## src/rtl/bg_vram_update_sched.sv

```systemverilog
// Background VRAM write scheduler: buffers CPU writes and drains them to RAM
// only during vertical blanking; commits the scroll pointer once per frame.
//
// state | meaning
// IDLE  | outside a drain window; writes are buffered, RAM port quiet
// DRAIN | blanking window: popping FIFO entries into the RAM port within budget
module bg_vram_update_sched #(
  parameter int ADDR_W     = 9,
  parameter int DATA_W     = 32,
  parameter int FIFO_DEPTH = 16,
  parameter int DRAIN_MAX  = 64
) (
  input  logic                          clk,
  input  logic                          rstn,
  input  logic                          frame_start,
  input  logic                          in_vblank,
  input  logic                          cpu_wr_valid,
  output logic                          cpu_wr_ready,
  input  logic [ADDR_W-1:0]             cpu_wr_addr,
  input  logic [DATA_W-1:0]             cpu_wr_data,
  input  logic                          scroll_wr_valid,
  input  logic [8:0]                    scroll_wr_val,
  output logic                          ram_we,
  output logic [ADDR_W-1:0]             ram_waddr,
  output logic [DATA_W-1:0]             ram_wdata,
  output logic [8:0]                    scroll_ptr,
  output logic [$clog2(FIFO_DEPTH):0]   fifo_count,
  output logic                          scroll_err,
  output logic                          drain_done
);

  localparam int PTR_W = $clog2(FIFO_DEPTH);
  localparam int CNT_W = PTR_W + 1;
  localparam int BUD_W = $clog2(DRAIN_MAX + 1);
  localparam logic [CNT_W-1:0] FULL = CNT_W'(FIFO_DEPTH);

  typedef enum logic {IDLE, DRAIN} state_t;

  state_t                     state, state_nxt;
  logic [ADDR_W+DATA_W-1:0]   mem [FIFO_DEPTH];
  logic [PTR_W-1:0]           wr_ptr, rd_ptr;
  logic [CNT_W-1:0]           count_nxt;
  logic [BUD_W-1:0]           budget;
  logic                       wrote_any;
  logic [8:0]                 pend_val;
  logic                       pending;
  logic                       push, pop, empty, start, done_nxt, scroll_legal;

  assign push      = cpu_wr_valid && cpu_wr_ready;
  assign empty     = (fifo_count == '0);
  assign count_nxt = fifo_count + CNT_W'(push) - CNT_W'(pop);
  // Rows 240..255 of each 256-word half are attribute words, not scroll rows.
  assign scroll_legal = (scroll_wr_val < 9'd240) ||
                        ((scroll_wr_val >= 9'd256) && (scroll_wr_val < 9'd496));

  always_ff @(posedge clk or negedge rstn) begin
    if (!rstn) state <= IDLE;
    else       state <= state_nxt;
  end

  // A drain window ends as soon as no pop is possible: empty, vblank gone or budget spent.
  always_comb begin
    state_nxt = state;
    case (state)
      IDLE:    if (frame_start) state_nxt = DRAIN;
      DRAIN:   if (!pop)        state_nxt = IDLE;
      default:                  state_nxt = IDLE;
    endcase
  end

  always_comb begin
    start    = 1'b0;
    pop      = 1'b0;
    done_nxt = 1'b0;
    case (state)
      IDLE:  start = frame_start;
      DRAIN: begin
        pop      = in_vblank && !empty && (budget != '0);
        done_nxt = empty && wrote_any;
      end
      default: ;
    endcase
  end

  always_ff @(posedge clk) begin
    if (push) mem[wr_ptr] <= {cpu_wr_addr, cpu_wr_data};
  end

  always_ff @(posedge clk or negedge rstn) begin
    if (!rstn) begin
      wr_ptr       <= '0;
      rd_ptr       <= '0;
      fifo_count   <= '0;
      cpu_wr_ready <= 1'b1;
      ram_we       <= 1'b0;
      ram_waddr    <= '0;
      ram_wdata    <= '0;
      drain_done   <= 1'b0;
      budget       <= '0;
      wrote_any    <= 1'b0;
      scroll_ptr   <= '0;
      pend_val     <= '0;
      pending      <= 1'b0;
      scroll_err   <= 1'b0;
    end else begin
      fifo_count   <= count_nxt;
      cpu_wr_ready <= (count_nxt != FULL);
      if (push) wr_ptr <= wr_ptr + 1'b1;
      if (pop)  rd_ptr <= rd_ptr + 1'b1;
      ram_we     <= pop;
      if (pop) {ram_waddr, ram_wdata} <= mem[rd_ptr];
      drain_done <= done_nxt;
      if (start) begin
        budget    <= BUD_W'(DRAIN_MAX);
        wrote_any <= 1'b0;
      end else if (pop) begin
        budget    <= budget - 1'b1;
        wrote_any <= 1'b1;
      end
      if (start && pending) scroll_ptr <= pend_val;
      if (start) pending <= 1'b0;
      // Later in the block so a capture on the commit edge stays pending.
      if (scroll_wr_valid) begin
        if (scroll_legal) begin
          pend_val <= scroll_wr_val;
          pending  <= 1'b1;
        end else begin
          scroll_err <= 1'b1;
        end
      end
    end
  end

endmodule

```

## config.mk

```make
export PLATFORM = sky130hd
export DESIGN_NAME = bg_vram_update_sched
export DESIGN_NICKNAME = d
export VERILOG_FILES = /design/src/rtl/bg_vram_update_sched.sv
export SDC_FILE = /design/constraint.sdc
export NUM_CORES = 1
export LEC_CHECK = 0
export CORE_ASPECT_RATIO = 0.7
export CORE_MARGIN = 3
export CORE_UTILIZATION = 30
export DETAILED_ROUTE_END_ITERATION = 6
export PLACE_DENSITY = 0.55
export SETUP_SLACK_MARGIN = 0.15
export SYNTH_ARGS = -nofsm -noshare
export SYNTH_HDL_FRONTEND = slang
export SYNTH_SLANG_ARGS = --single-unit
```

## constraint.sdc

```tcl
create_clock -name clk -period 5.4 [get_ports clk]
set_input_delay 1.08 -clock clk [delete_from_list [all_inputs] [get_ports clk]]
set_output_delay 1.08 -clock clk [all_outputs]
set_load 0.02 [all_outputs]
```

==> impl_metrics.ini, run 1 <==
[timing]
rsz0062_at_grt = no
max_freq_mhz = 291
worst_pin_slew_ps = 1080
final-hold-violation-count = 0
drv_slew = 0
setup_tns_ps = 0
finalSetupViolations = 0
maxSlewHeadroom_pct = 28.3
min_period_over_period_pct = 63.7
post-route-min-period_ps = 3440
fin_skew_ps = 16.2

[synth]
syn_area_per_cell_um2 = 22.1
netlist.area_leader.share_pct = 69.3
synth_cells = 1288
ys_types = 43
yosys.area.top_type = edfxtp_1
yosysWarnings = 0
syn-num-nets = 1357
synth_ff_type = edfxtp_1
yosysSeqAreaShare_pct = 76.9
synth_top_cells_by_area = edfxtp_1 69%, mux4_2 13%, dfrtp_1 7.5%
synth_seq_cells = 742
syn_area_um2 = 28400
synth-edff-count = 656
async_flop_share_pct = 11.6

[cts]
cts-htree-levels = 3
cts_resized = 0
cts_tree = built
numCtsBuffers = 71
clk_path_buf_depth = 3
clkLatencyLatePin_ps = 620
cts_setup_buffers = 0
clock-sinks = 742
root_buffer = clkbuf_16
clkTransAtPathRegs_ps = 60
cts_hold_buf = 0

[floorplanning]
rows = 93
start_util_pct = 30.6
num_io_pins = 115
dieArea_um2 = 98500
die_x_um = 374
fp.coreArea_um2 = 93000
die_y_um = 264

[outcome]
status = complete, no violations

[pwr]
power.total_uw = 17600
p_clk_share_pct = 27.4
comb_power_share_pct = 29.4
cellPowerDensity_nw_per_um2 = 528
p_leak_uw = 0.0108
internal-power_uw = 12300
swShare_pct = 30.2
seqPwrFrac_pct = 43.2
peakVddDrop_uv = 260
p_sw_uw = 5320

[setup_path]
slowest_stage = or3_1
r2r_end = fifo_count[4]
cpPeakStageDelay_ps = 560
endpoint_kind = flop
rrSetupSlack_ps = 1960
path_class = reg2reg
reg2reg_from = budget[0]
cp.arrival_ps = 3930
cp_max_fo = 10
crit_chain = inv_1, ha_1, or2b_2, or3_1, nand2_8, inv_8, ha_1, inv_1, ha_1, inv_1, fa_1, nand2b_1, a21oi_1, o21ai_0, and2_1
rr_worst_depth = 15
critPathRequiredTime_ps = 5900
startpoint_type = flop

[layout]
fin_cells = 2736
final_common_cell = edfxtp_1
areaGrowthSynthToFinish_pct = 17.5
fin_util_pct = 35.9
final_cell_mix = 656 x edfxtp_1, 164 x mux4_2, 113 x clkdlybuf4s50_1
layout-drive-gt1-share_pct = 25.2
final_nets = 1511

[global_route]
overflow = 0
track_usage_pct = 13.0
grt_pass1_vias = 13876
grt_max_degree = 58
antenna_found_initial = 6
grt_pass1_wl_um = 95400

[hold_path]
min_path_cells = 1
hold_start = budget[5]
min_to = budget[5]
hold_class = reg2reg

[drt]
first_iter_violations = 1080
drt-vias-per-instance = 4.77
drt_pass1_iterations = 5
drc = 0
ant_nets = 0
routed_wl_um = 63600
num_vias = 13064
wl_per_cell_um = 23.2

[placed_design]
hpwl_um = 36200
dp_cells = 2604
place.gp.congestion = 0.749
port_buffers = 114

[job]
drv_cap = 0
flip-flops by register name (all words and copies together), names as in the netlist, 5 cells and up:
signal and cells:
scroll_ptr 9, ram_waddr 9, ram_wdata 32, mem 656, budget 7, pend_val 9
fifo_count 5
metrics by stage:
stage	hold slack, ps	instance area, um^2	setup slack, ps
final	474	33400	1960
after global routing	490	33400	1750
after CTS	478	33400	1950
after detailed placement	463	31200	1470
after global placement	455	31200	1530
after floorplan	437	28400	473
synthesized netlist by cell type (2+ instances only):
cell and count:
dfrtp_1 85, mux4_2 164, nand2b_1 5, or3_1 3, o22a_1 3, buf_2 8, buf_4 12, edfxtp_1 656
and2_1 3, nand3_1 5, o21ai_0 4, ha_1 12, inv_1 16, nor2_1 15, nand4b_1 2, nor3_1 6
buf_1 16, buf_6 4, and3_1 2, a21oi_1 45, o22ai_1 41, buf_12 4, xnor2_1 8, mux2_4 39
nand2_1 31, mux2i_1 44, clkbuf_1 23, nand4_1 4, mux2_2 13, a21o_1 2
routing by layer:
layer  global-route usage [%]  up-vias  share of wire, %
met3                     2.81       67               5.2
met1                     19.8     7056                49
li1                         -     5626                 -
met4                     2.98        2               1.6
met5                        0        -             0.017
met2                     18.8      313                44
critical path, delay by kind of cell (launching register included):
family	cells	cell delay, ps
buf+inv	4	240
simple gates	5	1390
compound gates	2	280
flops	1	380
fa+ha+maj	4	1020
worst max path at each step:
stage | start | endpoint | cells after the start | slack (ps)
after CTS | budget[0] | fifo_count[4] | 15 | 1950
after global placement | cpu_wr_valid | mem[6][1] | 5 | 1530
after floorplan | cpu_wr_valid | mem[3][0] | 4 | 470
final | budget[0] | fifo_count[4] | 15 | 1960
after detailed placement | cpu_wr_valid | mem[6][1] | 5 | 1470
after global routing | budget[0] | fifo_count[4] | 15 | 1750
power by group through the flow:
stage	logic [uW]	clock network (uW)	registers [uW]
6_report	5190	4830	7610
5_1_grt	5600	5220	7720
4_1_cts	5320	4980	7640
3_5_place_dp	5300	0	7760
3_3_place_gp	5270	0	7730
2_1_floorplan	3470	0	7680
final cells by class:
cell class / instances / area, um^2
flip-flops and latches: 742 / 21900
clock inverters: 27 / 198
clock buffers: 102 / 2040
fillers: 8503 / 59600
multi-input cells: 462 / 6210
inverters: 17 / 71.3
well taps: 1235 / 1550
diodes: 3 / 7.51
repair buffers: 148 / 1470
cells by family (layout without fill, tap and decap cells):
kind of cell / count (synthesis) / after routing / synth area share [%]
compound gates: 98 / 98 / 2.00
xor+xnor: 9 / 9 / 0.277
fa+ha+maj: 13 / 13 / 0.599
buf+inv: 84 / 294 / 1.66
flops: 742 / 742 / 76.9
mux: 260 / 260 / 17.1
other cells: 0 / 3 / 0
simple gates: 82 / 82 / 1.46
No activity file was read; power rests on OpenSTA's default activity.
==> run 2: changes to the inputs <==
--- a/config.mk
+++ b/config.mk
@@ -9,7 +9,7 @@
 export CORE_MARGIN = 3
 export CORE_UTILIZATION = 30
 export DETAILED_ROUTE_END_ITERATION = 6
-export PLACE_DENSITY = 0.55
+export PLACE_DENSITY = 0.57
 export SETUP_SLACK_MARGIN = 0.15
 export SYNTH_ARGS = -nofsm -noshare
 export SYNTH_HDL_FRONTEND = slang
==> constraint.sdc (replaced) <==
create_clock -name clk -period 2.8 [get_ports clk]
set_input_delay 0.56 -clock clk [delete_from_list [all_inputs] [get_ports clk]]
set_output_delay 0.56 -clock clk [all_outputs]
set_load 0.02 [all_outputs]
==> run 2 against run 1 <==
The flow now finishes with violations (negative setup slack). Non-clock buffer count up 50. Design area is 2.0% higher. Sequential share of layout area shrank 1.3 points. Sequential power grew 88%.
==> impl_metrics.ini, run 2 (synthesized netlist as in run 1, its figures left out) <==
[outcome]
status = finished with violations
violations = negative setup slack

[drt]
num_vias = 13209
drc = 0
routed_wl_um = 61900
ant_nets = 0
drt-vias-per-instance = 4.75
wl_per_cell_um = 22.2
first_iter_violations = 908
drt_pass1_iterations = 5

[layout]
largest_reg_flops = 656
final_cell_mix = 656 x edfxtp_1, 164 x mux4_2, 113 x clkdlybuf4s50_1
final_nets = 1561
layout-drive-gt1-share_pct = 28.6
final_common_cell = edfxtp_1
fillers = 8398
areaGrowthSynthToFinish_pct = 19.9
largest_register = mem
reg_top3 = mem: 656 flops, ram_wdata: 32 flops

[global_route]
overflow = 0
antenna_found_initial = 3
track_usage_pct = 12.6
grt_pass1_wl_um = 93200
grt_pass1_vias = 14124
grt_max_degree = 54

[setup_path]
rrSetupSlack_ps = -100
reg2reg_from = fifo_count[2]
r2r_end = fifo_count[4]
cpPeakStageDelay_ps = 470
endpoint_kind = flop
crit_chain = inv_2, ha_1, or4b_4, and3_4, nand2_8, inv_8, ha_4, inv_4, ha_4, inv_4, fa_2, nand2b_4, a21oi_4, or3_4, and2_4
rr_worst_depth = 15
critPathLaunch = fifo_count[2]
cp_max_fo = 2
slowest_stage = or4b_4
critPathRequiredTime_ps = 3300
path_class = reg2reg
startpoint_type = flop
cp.arrival_ps = 3390

[placed_design]
hpwl_um = 35500
port_buffers = 114
place.gp.congestion = 0.721

[pwr]
power.total_uw = 34500
seqPwrFrac_pct = 41.6
p_sw_uw = 10300
internal-power_uw = 24200
peakVddDrop_uv = 562
p_leak_uw = 0.0111
p_clk_share_pct = 25.9
comb_power_share_pct = 32.5
swShare_pct = 29.9
cellPowerDensity_nw_per_um2 = 1010

[timing]
max_freq_mhz = 345
min_period_over_period_pct = 103
final-hold-violation-count = 0
worst_pin_slew_ps = 663
post-route-min-period_ps = 2900
setup_ws_ps = -97.6
finalSetupViolations = 2
drv_slew = 0
rsz0062_at_grt = yes
maxSlewHeadroom_pct = 55.6
setup_tns_ps = -148
fin_skew_ps = 29.7

[cts]
clkTransAtPathRegs_ps = 60
clkLatencyLatePin_ps = 620
cts-htree-levels = 3
root_buffer = clkbuf_16
cts_tree = built
clock-sinks = 742
clk_path_buf_depth = 3
numCtsBuffers = 71

[hold_path]
min_path_cells = 2
hold_class = reg2reg
hold_start = pend_val[2]
min_to = pend_val[2]

[floorplanning]
die_y_um = 264
start_util_pct = 30.6
num_io_pins = 115
dieArea_um2 = 98500
die_x_um = 374
fp.coreArea_um2 = 93000
rows = 93

[job]
drv_cap = 0
## run 2: through the flow
stage / cells / util [%] / setup slack (ps) / area, um^2 / hold WS (ps)
after detailed placement: 2649 / 34.3 / -270 / 31800 / 465
after floorplan: 1288 / - / -508 / 28500 / 264
final: 2783 / 36.7 / -97.6 / 34100 / 473
after global routing: 2783 / 36.7 / -157 / 34100 / 468
after CTS: 2780 / 36.6 / -89.8 / 34000 / 434
after global placement: 2649 / 34.3 / -150 / 31800 / 451
## run 2: routing by layer
metal	GRT usage [%]	up-vias	wire, um
li1	-	5753	-
met2	19.4	307	28600
met5	0	-	13
met3	2.87	88	3170
met1	18.0	7059	28900
met4	3.17	2	1180
## run 2: layout make-up
class	count	area, um^2	area share, %
multi-input combinational	462	6320	18.5
clock buffer	95	1920	5.63
clock inverter	33	201	0.591
tap	1235	1550	4.53
sequential	742	21900	64.1
inverter	17	76.3	0.224
timing repair buffer	198	2160	6.34
antenna	1	2.50	0.00734
## run 2: power by group through the flow
stage	clock, uW	combinational (uW)	sequential, uW
final	8930	11200	14300
after global routing	9690	12000	14500
after CTS	9220	11300	14400
after detailed placement	0	11200	14600
after global placement	0	11100	14500
after floorplan	0	6740	14800
## run 2: worst max-delay path, delay by kind of cell (launching register included)
family                     cells  cell delay [ps]
buffers and inverters          4              180
and+or+nand+nor                6             1370
DFF                            1              410
adders and majority gates      4              750
AOI/OAI and AO/OA              1               60
## run 2: worst max-delay path by stage
stage / end / cells past startpoint
after CTS: fifo_count[4] / 15
after detailed placement: fifo_count[4] / 15
after global placement: fifo_count[4] / 15
after floorplan: mem[12][0] / 4
after global routing: fifo_count[4] / 15
final: fifo_count[4] / 15
## run 2: timing repair
action | 4_1_cts | 5_1_grt
hold buffers | 1 | 0
buffers inserted | 2 | 2
endpoints found under the setup margin | 4 | 4
gates resized for setup | 12 | 5
hold endpoints to repair | 28 | 0
pin swaps | 8 | 6
